===== src/rtl/pattern_sweep_pkg.sv =====
// Shared types and constants for the exhaustive pattern sweep stage.
package pattern_sweep_pkg;

  localparam int unsigned SETTLE_W      = 8;
  localparam int unsigned DEF_N_WIDTH   = 5;
  localparam int unsigned DEF_OUT_WIDTH = 1;

  typedef enum logic [1:0] {
    ST_IDLE    = 2'd0,
    ST_APPLY   = 2'd1,
    ST_CAPTURE = 2'd2,
    ST_DONE    = 2'd3
  } state_t;

  // One logged record at the default bus widths.
  typedef struct packed {
    logic [DEF_N_WIDTH-1:0]   pattern;
    logic [DEF_OUT_WIDTH-1:0] resp;
  } rec_t;

endpackage


===== src/rtl/sweep_settle_counter.sv =====
// Settle-time counter: counts cycles a pattern has been held, flags the sample cycle.
module sweep_settle_counter
  import pattern_sweep_pkg::*;
#(
  parameter int unsigned TERM = 1
) (
  input  logic CK,
  input  logic reset,
  input  logic clear,
  input  logic enable,
  output logic tc_c
);

  logic [SETTLE_W-1:0] count;

  // Count held cycles; clear has priority over enable.
  always_ff @(posedge CK) begin
    if (!reset) begin
      count <= '0;
    end else if (clear) begin
      count <= '0;
    end else if (enable) begin
      count <= count + SETTLE_W'(1);
    end
  end

  // Terminal count marks the edge on which the response is sampled.
  assign tc_c = (count == SETTLE_W'(TERM - 1));

endmodule


===== src/rtl/pattern_sweep_capture.sv =====
// Drives every input pattern in ascending order, samples the response after a
// settle time and hands (pattern, response) records downstream via valid/ready.
module pattern_sweep_capture
  import pattern_sweep_pkg::*;
#(
  parameter int unsigned N_WIDTH       = 5,
  parameter int unsigned OUT_WIDTH     = 1,
  parameter int unsigned SETTLE_CYCLES = 1
) (
  input  logic                 CK,
  input  logic                 reset,
  input  logic                 start,
  output logic [N_WIDTH-1:0]   pat_out,
  input  logic [OUT_WIDTH-1:0] dut_resp,
  output logic                 rec_valid,
  input  logic                 rec_ready,
  output logic [N_WIDTH-1:0]   rec_pattern,
  output logic [OUT_WIDTH-1:0] rec_resp,
  output logic                 busy,
  output logic                 done,
  output logic [N_WIDTH:0]     ones_count
);

  state_t               state, state_d;
  logic [N_WIDTH-1:0]   pat_d, rec_pattern_d;
  logic [OUT_WIDTH-1:0] rec_resp_d;
  logic                 rec_valid_d, busy_d, done_d;
  logic [N_WIDTH:0]     ones_d;
  logic                 cnt_clr, cnt_en, cnt_tc;

  sweep_settle_counter #(
    .TERM (SETTLE_CYCLES)
  ) u_settle (
    .CK     (CK),
    .reset  (reset),
    .clear  (cnt_clr),
    .enable (cnt_en),
    .tc_c   (cnt_tc)
  );

  // State and registered outputs.
  always_ff @(posedge CK) begin
    if (!reset) begin
      state       <= ST_IDLE;
      pat_out     <= '0;
      rec_pattern <= '0;
      rec_resp    <= '0;
      rec_valid   <= 1'b0;
      busy        <= 1'b0;
      done        <= 1'b0;
      ones_count  <= '0;
    end else begin
      state       <= state_d;
      pat_out     <= pat_d;
      rec_pattern <= rec_pattern_d;
      rec_resp    <= rec_resp_d;
      rec_valid   <= rec_valid_d;
      busy        <= busy_d;
      done        <= done_d;
      ones_count  <= ones_d;
    end
  end

  // Next-state and next-output decisions; everything holds unless changed.
  always_comb begin
    state_d       = state;
    pat_d         = pat_out;
    rec_pattern_d = rec_pattern;
    rec_resp_d    = rec_resp;
    rec_valid_d   = rec_valid;
    busy_d        = busy;
    done_d        = done;
    ones_d        = ones_count;
    cnt_clr       = 1'b0;
    cnt_en        = 1'b0;

    case (state)
      ST_IDLE, ST_DONE: begin
        if (start) begin
          state_d = ST_APPLY;
          pat_d   = '0;
          cnt_clr = 1'b1;
          busy_d  = 1'b1;
          done_d  = 1'b0;
          ones_d  = '0;
        end
      end

      ST_APPLY: begin
        cnt_en = 1'b1;
        if (cnt_tc) begin
          rec_pattern_d = pat_out;
          rec_resp_d    = dut_resp;
          rec_valid_d   = 1'b1;
          state_d       = ST_CAPTURE;
        end
      end

      ST_CAPTURE: begin
        if (rec_valid && rec_ready) begin
          rec_valid_d = 1'b0;
          if (rec_resp != '0) begin
            ones_d = ones_count + (N_WIDTH + 1)'(1);
          end
          // The last pattern ends the sweep instead of wrapping to zero.
          if (pat_out == '1) begin
            state_d = ST_DONE;
            busy_d  = 1'b0;
            done_d  = 1'b1;
          end else begin
            pat_d   = pat_out + N_WIDTH'(1);
            cnt_clr = 1'b1;
            state_d = ST_APPLY;
          end
        end
      end

      default: begin
        state_d = ST_IDLE;
      end
    endcase
  end

endmodule


===== config.mk =====
export PLATFORM = sky130hd
export DESIGN_NAME = pattern_sweep_capture
export DESIGN_NICKNAME = d
export VERILOG_FILES = /design/src/rtl/pattern_sweep_pkg.sv /design/src/rtl/sweep_settle_counter.sv /design/src/rtl/pattern_sweep_capture.sv
export SDC_FILE = /design/constraint.sdc
export NUM_CORES = 1
export LEC_CHECK = 0
export ABC_AREA = 1
export CORE_MARGIN = 2
export CORE_UTILIZATION = 25
export CTS_CLUSTER_SIZE = 12
export DETAILED_ROUTE_END_ITERATION = 8
export REMOVE_ABC_BUFFERS = 1
export SLEW_MARGIN = 10
export SYNTH_ARGS = -nofsm -noshare
export SYNTH_HDL_FRONTEND = slang
export SYNTH_SLANG_ARGS = --single-unit
export TNS_END_PERCENT = 30

===== constraint.sdc =====
create_clock -name CK -period 2.9 [get_ports CK]
set_clock_uncertainty 0.05 [all_clocks]
set_input_delay 0.58 -clock CK [delete_from_list [all_inputs] [get_ports CK]]
set_output_delay 0.58 -clock CK [all_outputs]
set_load 0.01 [all_outputs]

==> results of run 1 <==
[through the flow]
stage               setup slack, ns  total power [mW]  cell area (µm²)  utilization (%)
floorplan                      1.18              1.00             1480                -
global route                  0.717              1.70             1910             32.9
CTS                           0.938              1.57             1910             32.9
global placement              0.848              1.21             1820             31.3
finish                        0.938              1.56             1910             32.9
detailed placement            0.833              1.22             1820             31.3
[power groups by stage]
stage	registers [mW]	logic, mW	clock network [mW]
floorplan	0.549	0.453	0
global placement	0.550	0.664	0
detailed placement	0.547	0.668	0
CTS	0.540	0.675	0.358
global route	0.547	0.770	0.383
finish	0.538	0.670	0.348
[final cells by class]
class,count,area share (%)
Clock buffer,7,4.52
Clock inverter,1,0.262
Inverter,31,6.09
Multi-Input combinational cell,149,39.8
Sequential cell,30,31.4
Tap cell,75,4.91
Timing Repair Buffer,25,13.0
[cell families after synthesis]
| family | count (synthesis) |
|---|---|
| AND/OR/NAND/NOR | 106 |
| adder cells (fa/ha/maj) | 8 |
| flip-flops | 30 |
| AO/OA/AOI/OAI | 31 |
| XOR/XNOR | 4 |
| buffers and inverters | 32 |
[placed cells by master, fill, tap and decap left out, types with 2 or more instances in the layout]
| master | instances |
|---|---|
| clkdlybuf4s50_1 | 24 |
| inv_1 | 26 |
| nand2_2 | 2 |
| nand3_1 | 15 |
| clkbuf_8 | 6 |
| o21ai_1 | 2 |
| inv_2 | 4 |
| nor3_1 | 10 |
| o21ai_0 | 9 |
| dfxtp_1 | 30 |
| ha_1 | 8 |
| nand2_1 | 43 |
| xor2_1 | 3 |
| a21oi_1 | 17 |
| nor2_1 | 31 |
[worst max-delay path by stage]
stage                       startpoint  slack (ns)  cells past startpoint                         end
2_1_floorplan  pat_out[0]$_SDFFE_PN0P_        1.18                     13  ones_count[3]$_SDFFE_PN0P_
4_1_cts        pat_out[0]$_SDFFE_PN0P_        0.94                      1                  pat_out[0]
5_1_grt        pat_out[0]$_SDFFE_PN0P_        0.72                     13  ones_count[3]$_SDFFE_PN0P_
3_5_place_dp                 rec_ready        0.83                     10  ones_count[5]$_SDFFE_PN0P_
6_report       pat_out[0]$_SDFFE_PN0P_        0.94                      1                  pat_out[0]
3_3_place_gp                     start        0.85                      6     pat_out[2]$_SDFFE_PN0P_
[registers in the layout (all words and copies together), names as in the netlist]
signal,cells
pat_out,5
rec_valid,1
u_settle.count,8
ones_count,6
state,2
rec_resp,1
rec_pattern,5
done,1
busy,1
[cell usage after synthesis, drive strengths merged]
cell type / count / area, µm²
and3: 1 / 6.26
nor3: 10 / 50.1
nand2: 46 / 185
inv: 30 / 113
o21ai: 12 / 63.8
o22ai: 1 / 6.26
xnor2: 1 / 8.76
clkinv: 1 / 3.75
xor2: 3 / 26.3
clkbuf: 1 / 3.75
o21a: 1 / 7.51
dfxtp: 30 / 601
nand4: 1 / 12.5
nor2: 32 / 128
or2: 1 / 6.26
ha: 8 / 100
a21oi: 17 / 85.1
nand3: 15 / 75.1
[layer usage]
layer | wire [µm] | global-route usage, %
met1 | 1740 | 15.6
met2 | 1460 | 17.7
met3 | 128 | 3.44
met4 | 57 | 5.42
met5 | 0 | 0
==> impl_metrics.json, run 1 <==
{
  "arrival_ns": 1.33,
  "area_growth_pct": 29.0,
  "grt_pass1_wl_mm": 5.89,
  "status": "completed",
  "synth_cell_type_count": 24,
  "period_share_pct": 67.7,
  "die_area_um2": 6560,
  "io_pins": 25,
  "clkPwrFrac_pct": 22.4,
  "path_clk_slew_ns": 0.06,
  "postCtsHoldBufs": 0,
  "n_antenna_cell": 0,
  "regArea_um2": 601,
  "cts-root-buf": "clkbuf_8",
  "switchingPower_uw": 631,
  "critPathMaxStageDelay_ns": 0.59,
  "gp_congestion": 0.795,
  "hold_path_end": "done$_SDFFE_PN0P_",
  "ir_drop_mv": 0.305,
  "cp_num_buf_inv": 1,
  "wl_mm": 3.38,
  "h-tree-depth": 2,
  "sw_frac_of_total_pct": 40.6,
  "path_class": "flip-flop to output pin",
  "worstSetupStartpointType": "flip-flop",
  "ys_ff_latch": 30,
  "synth_cells": 211,
  "final_hold_viol_count": 0,
  "seq_area_frac_synth_pct": 40.5,
  "finalMaxSlewViolations": 0,
  "antenna_found_initial": 0,
  "yosys.area_share.adder_pct": 6.76,
  "max_clock_freq_mhz": 510,
  "worstReg2RegStart": "pat_out[0]$_SDFFE_PN0P_",
  "port-buffer-count": 24,
  "cts.sinks": 30,
  "postRouteAntennaNets": 0,
  "clockBufferDepth": 2,
  "cts_made_buffers": 5,
  "hold_start": "done$_SDFFE_PN0P_",
  "final_cells": 318,
  "vias_per_cell": 4.35,
  "core_area_um2": 5820,
  "hold_ws_ns": 0.415,
  "yosys_warnings": 0,
  "dr.pass1.iters": 4,
  "r2r-end": "ones_count[5]$_SDFFE_PN0P_",
  "dp_hpwl_mm": 2.44,
  "drive_gt1_share_pct": 7.41,
  "slowest_stage": "clkdlybuf4s50_1",
  "power_density_nw_per_um2": 814,
  "dieWidth_um": 81.0,
  "first_iter_violations": 79,
  "drv_cap": 0,
  "relSlewSlack_pct": 77.3,
  "multi_input_area_um2": 761,
  "drc": 0,
  "cts_tree": "built",
  "dp_cells": 310,
  "grt_max_degree": 17,
  "muxShareOfSynthArea_pct": 0,
  "yosys.area_share.simple_pct": 31.3,
  "fp.dieH_um": 81.0,
  "cts_setup_buffers": 0,
  "combinationalPowerShare_pct": 43.1,
  "synthXorXnorAreaFrac_pct": 2.36,
  "initial_utilization_pct": 25.5,
  "critical-path-top-delay-family": "buffers and inverters",
  "vias": 1384,
  "seq_power_share_pct": 34.6,
  "synth_compound_area_share_pct": 11.0,
  "fin_tns_setup_ns": 0,
  "clk_latency_ns": 0.28,
  "fillCellCount": 660,
  "wire_per_inst_um": 10.6,
  "p_int_uw": 924,
  "fp-row-count": 28,
  "postSynthAreaPerCell_um2": 7.02,
  "cp-end-kind": "output pin",
  "tightest_slew_ns": 0.339,
  "r2r_slack_ns": 0.99,
  "cp_max_fo": 6,
  "overflow": 0,
  "synth_top_family_by_area": "simple AND/OR/NAND/NOR gates",
  "fin_nets": 255,
  "reg2reg_depth": 13,
  "path_cells": "clkdlybuf4s50_1",
  "setup_viol": 0,
  "leakagePower_nw": 0.778,
  "period_needed_ns": 1.96,
  "hp-class": "flip-flop to flip-flop",
  "syn_area_um2": 1480,
  "grt_pass1_vias": 1324,
  "rsz0062_at_grt": "no",
  "min_path_cells": 2,
  "track_usage_pct": 11.8,
  "crit_required_ns": 2.27,
  "ctsResizeCount": 0
}
Note: power is estimated with default switching activity, not from simulation.
==> run 2, diff against run 1 <==
==> constraint.sdc (replaced) <==
create_clock -name CK -period 1.8 [get_ports CK]
set_clock_uncertainty 0.05 [all_clocks]
set_input_delay 0.36 -clock CK [delete_from_list [all_inputs] [get_ports CK]]
set_output_delay 0.36 -clock CK [all_outputs]
set_load 0.01 [all_outputs]
==> impl_metrics.json, run 2 (synthesis gave the netlist of run 1 again) <==
{
  "drive_gt1_share_pct": 12.7,
  "clockBufferDepth": 2,
  "postRouteAntennaNets": 0,
  "relSlewSlack_pct": 81.0,
  "die_area_um2": 6560,
  "reg2reg_depth": 9,
  "regMostFlops": "u_settle.count",
  "postCtsHoldBufs": 0,
  "cts_setup_buffers": 0,
  "area_growth_pct": 34.3,
  "wl_mm": 3.18,
  "path_class": "flip-flop to output pin",
  "fin_nets": 263,
  "crit_required_ns": 1.39,
  "dr.pass1.iters": 4,
  "critical-path-top-delay-family": "buffers and inverters",
  "ctsResizeCount": 0,
  "gp_congestion": 0.861,
  "vias_per_cell": 4.25,
  "grt_max_degree": 14,
  "largestRegisters": "u_settle.count x8, ones_count x6",
  "mostFrequentLayoutCells": "nand2_1, nor2_1, dfxtp_1",
  "total_power_mw": 2.58,
  "dpl_cell_area_um2": 1880,
  "first_iter_violations": 36,
  "final_hold_viol_count": 0,
  "fp-row-count": 28,
  "dp_hpwl_mm": 2.45,
  "vias": 1384,
  "power_density_nw_per_um2": 1300,
  "cts_made_buffers": 5,
  "h-tree-depth": 2,
  "ir_drop_mv": 0.501,
  "period_needed_ns": 1.70,
  "grt_pass1_vias": 1344,
  "setup_viol": 0,
  "min_path_cells": 2,
  "final_area_um2": 1990,
  "fp.dieH_um": 81.0,
  "largest_reg_flops": 8,
  "cts.sinks": 30,
  "tightest_slew_ns": 0.284,
  "cp-end-kind": "output pin",
  "antenna_found_initial": 0,
  "fin_tns_setup_ns": 0,
  "leakagePower_nw": 0.815,
  "io_pins": 25,
  "cts_tree": "built",
  "fillCellCount": 661,
  "path_cells": "buf_4 -> clkdlybuf4s50_1",
  "status": "completed",
  "rsz0062_at_grt": "no",
  "cp_num_buf_inv": 2,
  "drv_cap": 0,
  "max_clock_freq_mhz": 590,
  "grt_pass1_wl_mm": 5.55,
  "cts-root-buf": "clkbuf_8",
  "finalMaxSlewViolations": 0,
  "arrival_ns": 1.29,
  "hp-class": "flip-flop to flip-flop",
  "core_area_um2": 5820,
  "critPathMaxStageDelay_ns": 0.54,
  "slowest_stage": "clkdlybuf4s50_1",
  "hold_ws_ns": 0.419,
  "path_clk_slew_ns": 0.07,
  "clk_latency_ns": 0.28,
  "cp_max_fo": 4,
  "initial_utilization_pct": 25.5,
  "period_share_pct": 94.2,
  "cp.depth": 2,
  "port-buffer-count": 24,
  "dieWidth_um": 81.0,
  "wire_per_inst_um": 9.74,
  "track_usage_pct": 10.9,
  "final_common_cell": "nand2_1",
  "drc": 0,
  "worstSetupStartpointType": "flip-flop",
  "n_antenna_cell": 0,
  "overflow": 0
}
run 2: report_power, final:
group | total, mW | switching [mW] | internal [mW]
logic | 1.17 | 0.679 | 0.488
registers | 0.852 | 0.0861 | 0.766
clock network | 0.564 | 0.257 | 0.307
run 2: tightest hold or removal path, cell delays in order (launching register included):
cell     delay, ns
dfxtp_1       0.31
nand2_1       0.06
a21oi_1       0.05
run 2: layer usage:
layer | up-vias | global-route usage [%] | part of all wire, %
met5 | - | 0 | 0
met2 | 21 | 17.1 | 45
met1 | 610 | 13.6 | 50
met4 | 0 | 4.58 | 1.7
li1 | 747 | - | -
met3 | 6 | 3.44 | 3.5
run 2: worst paths after layout:
kind / start / to / slack (ns)
max: pat_out[1]$_SDFFE_PN0P_ / pat_out[1] / 0.10
min reg2reg: busy$_SDFFE_PN0P_ / busy$_SDFFE_PN0P_ / 0.42
min: busy$_SDFFE_PN0P_ / busy$_SDFFE_PN0P_ / 0.42
max reg2reg: pat_out[0]$_SDFFE_PN0P_ / pat_out[0]$_SDFFE_PN0P_ / 0.17
run 2: layout make-up:
cell class,instances,area [µm²],share of cell area [%]
clock buffer,6,82.6,4.15
sequential,30,601,30.2
inverter,31,116,5.85
timing repair buffer,33,308,15.5
multi-input combinational,149,776,39.0
tap,75,93.8,4.72
clock inverter,2,12.5,0.629
run 2: through the flow:
step / util (%) / cells / worst slack (ns)
2_1_floorplan: - / 210 / 0.0761
4_1_cts: 34.0 / 326 / 0.0571
5_1_grt: 34.2 / 326 / 0.0221
3_3_place_gp: 32.3 / 318 / 0.0334
6_report: 34.2 / 326 / 0.105
3_5_place_dp: 32.3 / 318 / 0.00317
==> run 3, diff against run 2 <==
--- a/config.mk
+++ b/config.mk
@@ -6,8 +6,8 @@
 export NUM_CORES = 1
 export LEC_CHECK = 0
 export ABC_AREA = 1
-export CORE_MARGIN = 2
 export CORE_UTILIZATION = 25
+export CTS_CLUSTER_DIAMETER = 80
 export CTS_CLUSTER_SIZE = 12
 export DETAILED_ROUTE_END_ITERATION = 8
 export REMOVE_ABC_BUFFERS = 1
==> impl_metrics.json, run 3 (synthesis gave the netlist of run 1 again) <==
{
  "initial_utilization_pct": 26.4,
  "drc": 0,
  "period_share_pct": 93.7,
  "track_usage_pct": 11.9,
  "path_cells": "buf_4 -> clkdlybuf4s50_1",
  "fp.dieH_um": 79.0,
  "sw_frac_of_total_pct": 40.3,
  "crit_start": "pat_out[0]$_SDFFE_PN0P_",
  "mostFrequentLayoutCells": "nand2_1, nor2_1, dfxtp_1",
  "postLayoutCoreUtil_pct": 35.4,
  "power_density_nw_per_um2": 1290,
  "regArea_um2": 602,
  "fp-row-count": 27,
  "multi_input_area_um2": 776,
  "final_common_cell": "nand2_1",
  "wire_per_inst_um": 10.4,
  "dpl_cell_area_um2": 1890,
  "dp_cells": 317,
  "path_clk_slew_ns": 0.06,
  "antenna_found_initial": 0,
  "combinationalPowerShare_pct": 46.7,
  "relSlewSlack_pct": 81.5,
  "dp_hpwl_mm": 2.50,
  "grt_pass1_wl_mm": 5.87,
  "reg2reg_depth": 9,
  "clockBufferDepth": 2,
  "slowest_stage": "clkdlybuf4s50_1",
  "fin_nets": 265,
  "crit_required_ns": 1.39,
  "port-buffer-count": 24,
  "final_hold_viol_count": 0,
  "vias_per_cell": 4.33,
  "p_int_mw": 1.53,
  "dr.pass1.iters": 4,
  "finalMaxSlewViolations": 0,
  "tightest_slew_ns": 0.277,
  "area_growth_pct": 34.0,
  "r2r-end": "pat_out[0]$_SDFFE_PN0P_",
  "wl_mm": 3.37,
  "fin_tns_setup_ns": 0,
  "grt_pass1_vias": 1369,
  "clkPwrFrac_pct": 20.1,
  "cts.sinks": 30,
  "drive_gt1_share_pct": 13.5,
  "cts_made_buffers": 5,
  "period_needed_ns": 1.69,
  "largest_reg_flops": 8,
  "hold_start": "done$_SDFFE_PN0P_",
  "first_iter_violations": 45,
  "die_area_um2": 6240,
  "pre_cts_ws_ns": 0.00763,
  "path_class": "flip-flop to output pin",
  "arrival_ns": 1.28,
  "final_area_um2": 1990,
  "cp_max_fo": 5,
  "worstReg2RegStart": "pat_out[0]$_SDFFE_PN0P_",
  "cp-end-kind": "output pin",
  "grt_max_degree": 14,
  "cts_tree": "built",
  "io_pins": 25,
  "dieWidth_um": 79.0,
  "postRouteAntennaNets": 0,
  "min_path_cells": 2,
  "critPathMaxStageDelay_ns": 0.53,
  "vias": 1402,
  "regMostFlops": "u_settle.count",
  "gp_congestion": 0.767,
  "largestRegisters": "u_settle.count x8, ones_count x6",
  "final_cells": 324,
  "n_antenna_cell": 0,
  "leakagePower_nw": 0.822,
  "cts-root-buf": "clkbuf_8",
  "ir_drop_mv": 0.535,
  "h-tree-depth": 2,
  "clk_latency_ns": 0.28,
  "switchingPower_mw": 1.03,
  "hold_path_end": "done$_SDFFE_PN0P_",
  "core_area_um2": 5610,
  "cts_setup_buffers": 0,
  "drv_cap": 0,
  "r2r_slack_ns": 0.15,
  "setup_viol": 0,
  "max_clock_freq_mhz": 593,
  "seq_power_share_pct": 33.2,
  "overflow": 0,
  "status": "completed",
  "hp-class": "flip-flop to flip-flop",
  "fillCellCount": 626,
  "worstSetupStartpointType": "flip-flop",
  "timing.final.ws_setup_ns": 0.114
}
[run 3: changes by cell type in the layout (fill, tap and decap cells not counted), sizes merged]
cell / previous run / this run
clkbuf: 6 / 5
clkinv: 2 / 3
buf: 9 / 11
clkinvlp: 1 / 0
[run 3: worst max-delay path: cells and delay by family, from the launching register on]
kind,cells,cell delay (ns)
buffers and inverters,2,0.67
DFF,1,0.34
[run 3: layout make-up]
type                       count  area share (%)
inverter                      31            5.86
clock buffer                   5            3.47
tap                           72            4.54
multi-input combinational    149            39.1
timing repair buffer          35            16.3
sequential                    30            30.3
clock inverter                 2           0.504
[run 3: metal layers]
metal	global-route usage (%)	wire [µm]	up-vias
met5	0	0	-
met4	4.36	28	0
met3	3.45	193	4
met2	18.5	1480	34
met1	15.5	1670	609
li1	-	-	755
[run 3: per-stage QoR]
step | power (mW) | hold WS (ns)
after floorplan | 1.62 | 0.402
after global placement | 2.04 | 0.403
after CTS | 2.57 | 0.423
final | 2.56 | 0.420
after global routing | 2.77 | 0.442
after detailed placement | 2.05 | 0.413
[run 3: repair_timing]
item,in CTS,in global routing
resized for setup,0,6
hold buffers,0,0
endpoints found under the setup margin,0,9
[run 3: power by group through the flow]
stage / Sequential [mW] / Combinational, mW / Clock (mW)
detailed placement: 0.865 / 1.18 / 0
finish: 0.851 / 1.20 / 0.514
CTS: 0.852 / 1.19 / 0.525
floorplan: 0.885 / 0.730 / 0
global placement: 0.867 / 1.17 / 0
global route: 0.869 / 1.35 / 0.553
[run 3: worst max-delay path by stage]
stage               slack, ns  depth (start not counted)                          to
detailed placement      0.008                         10  ones_count[3]$_SDFFE_PN0P_
global placement         0.04                         10  ones_count[5]$_SDFFE_PN0P_
floorplan                0.08                         13  ones_count[3]$_SDFFE_PN0P_
CTS                      0.08                         13  ones_count[3]$_SDFFE_PN0P_
finish                   0.11                          2                  pat_out[0]
global route           -0.002                         13  ones_count[3]$_SDFFE_PN0P_
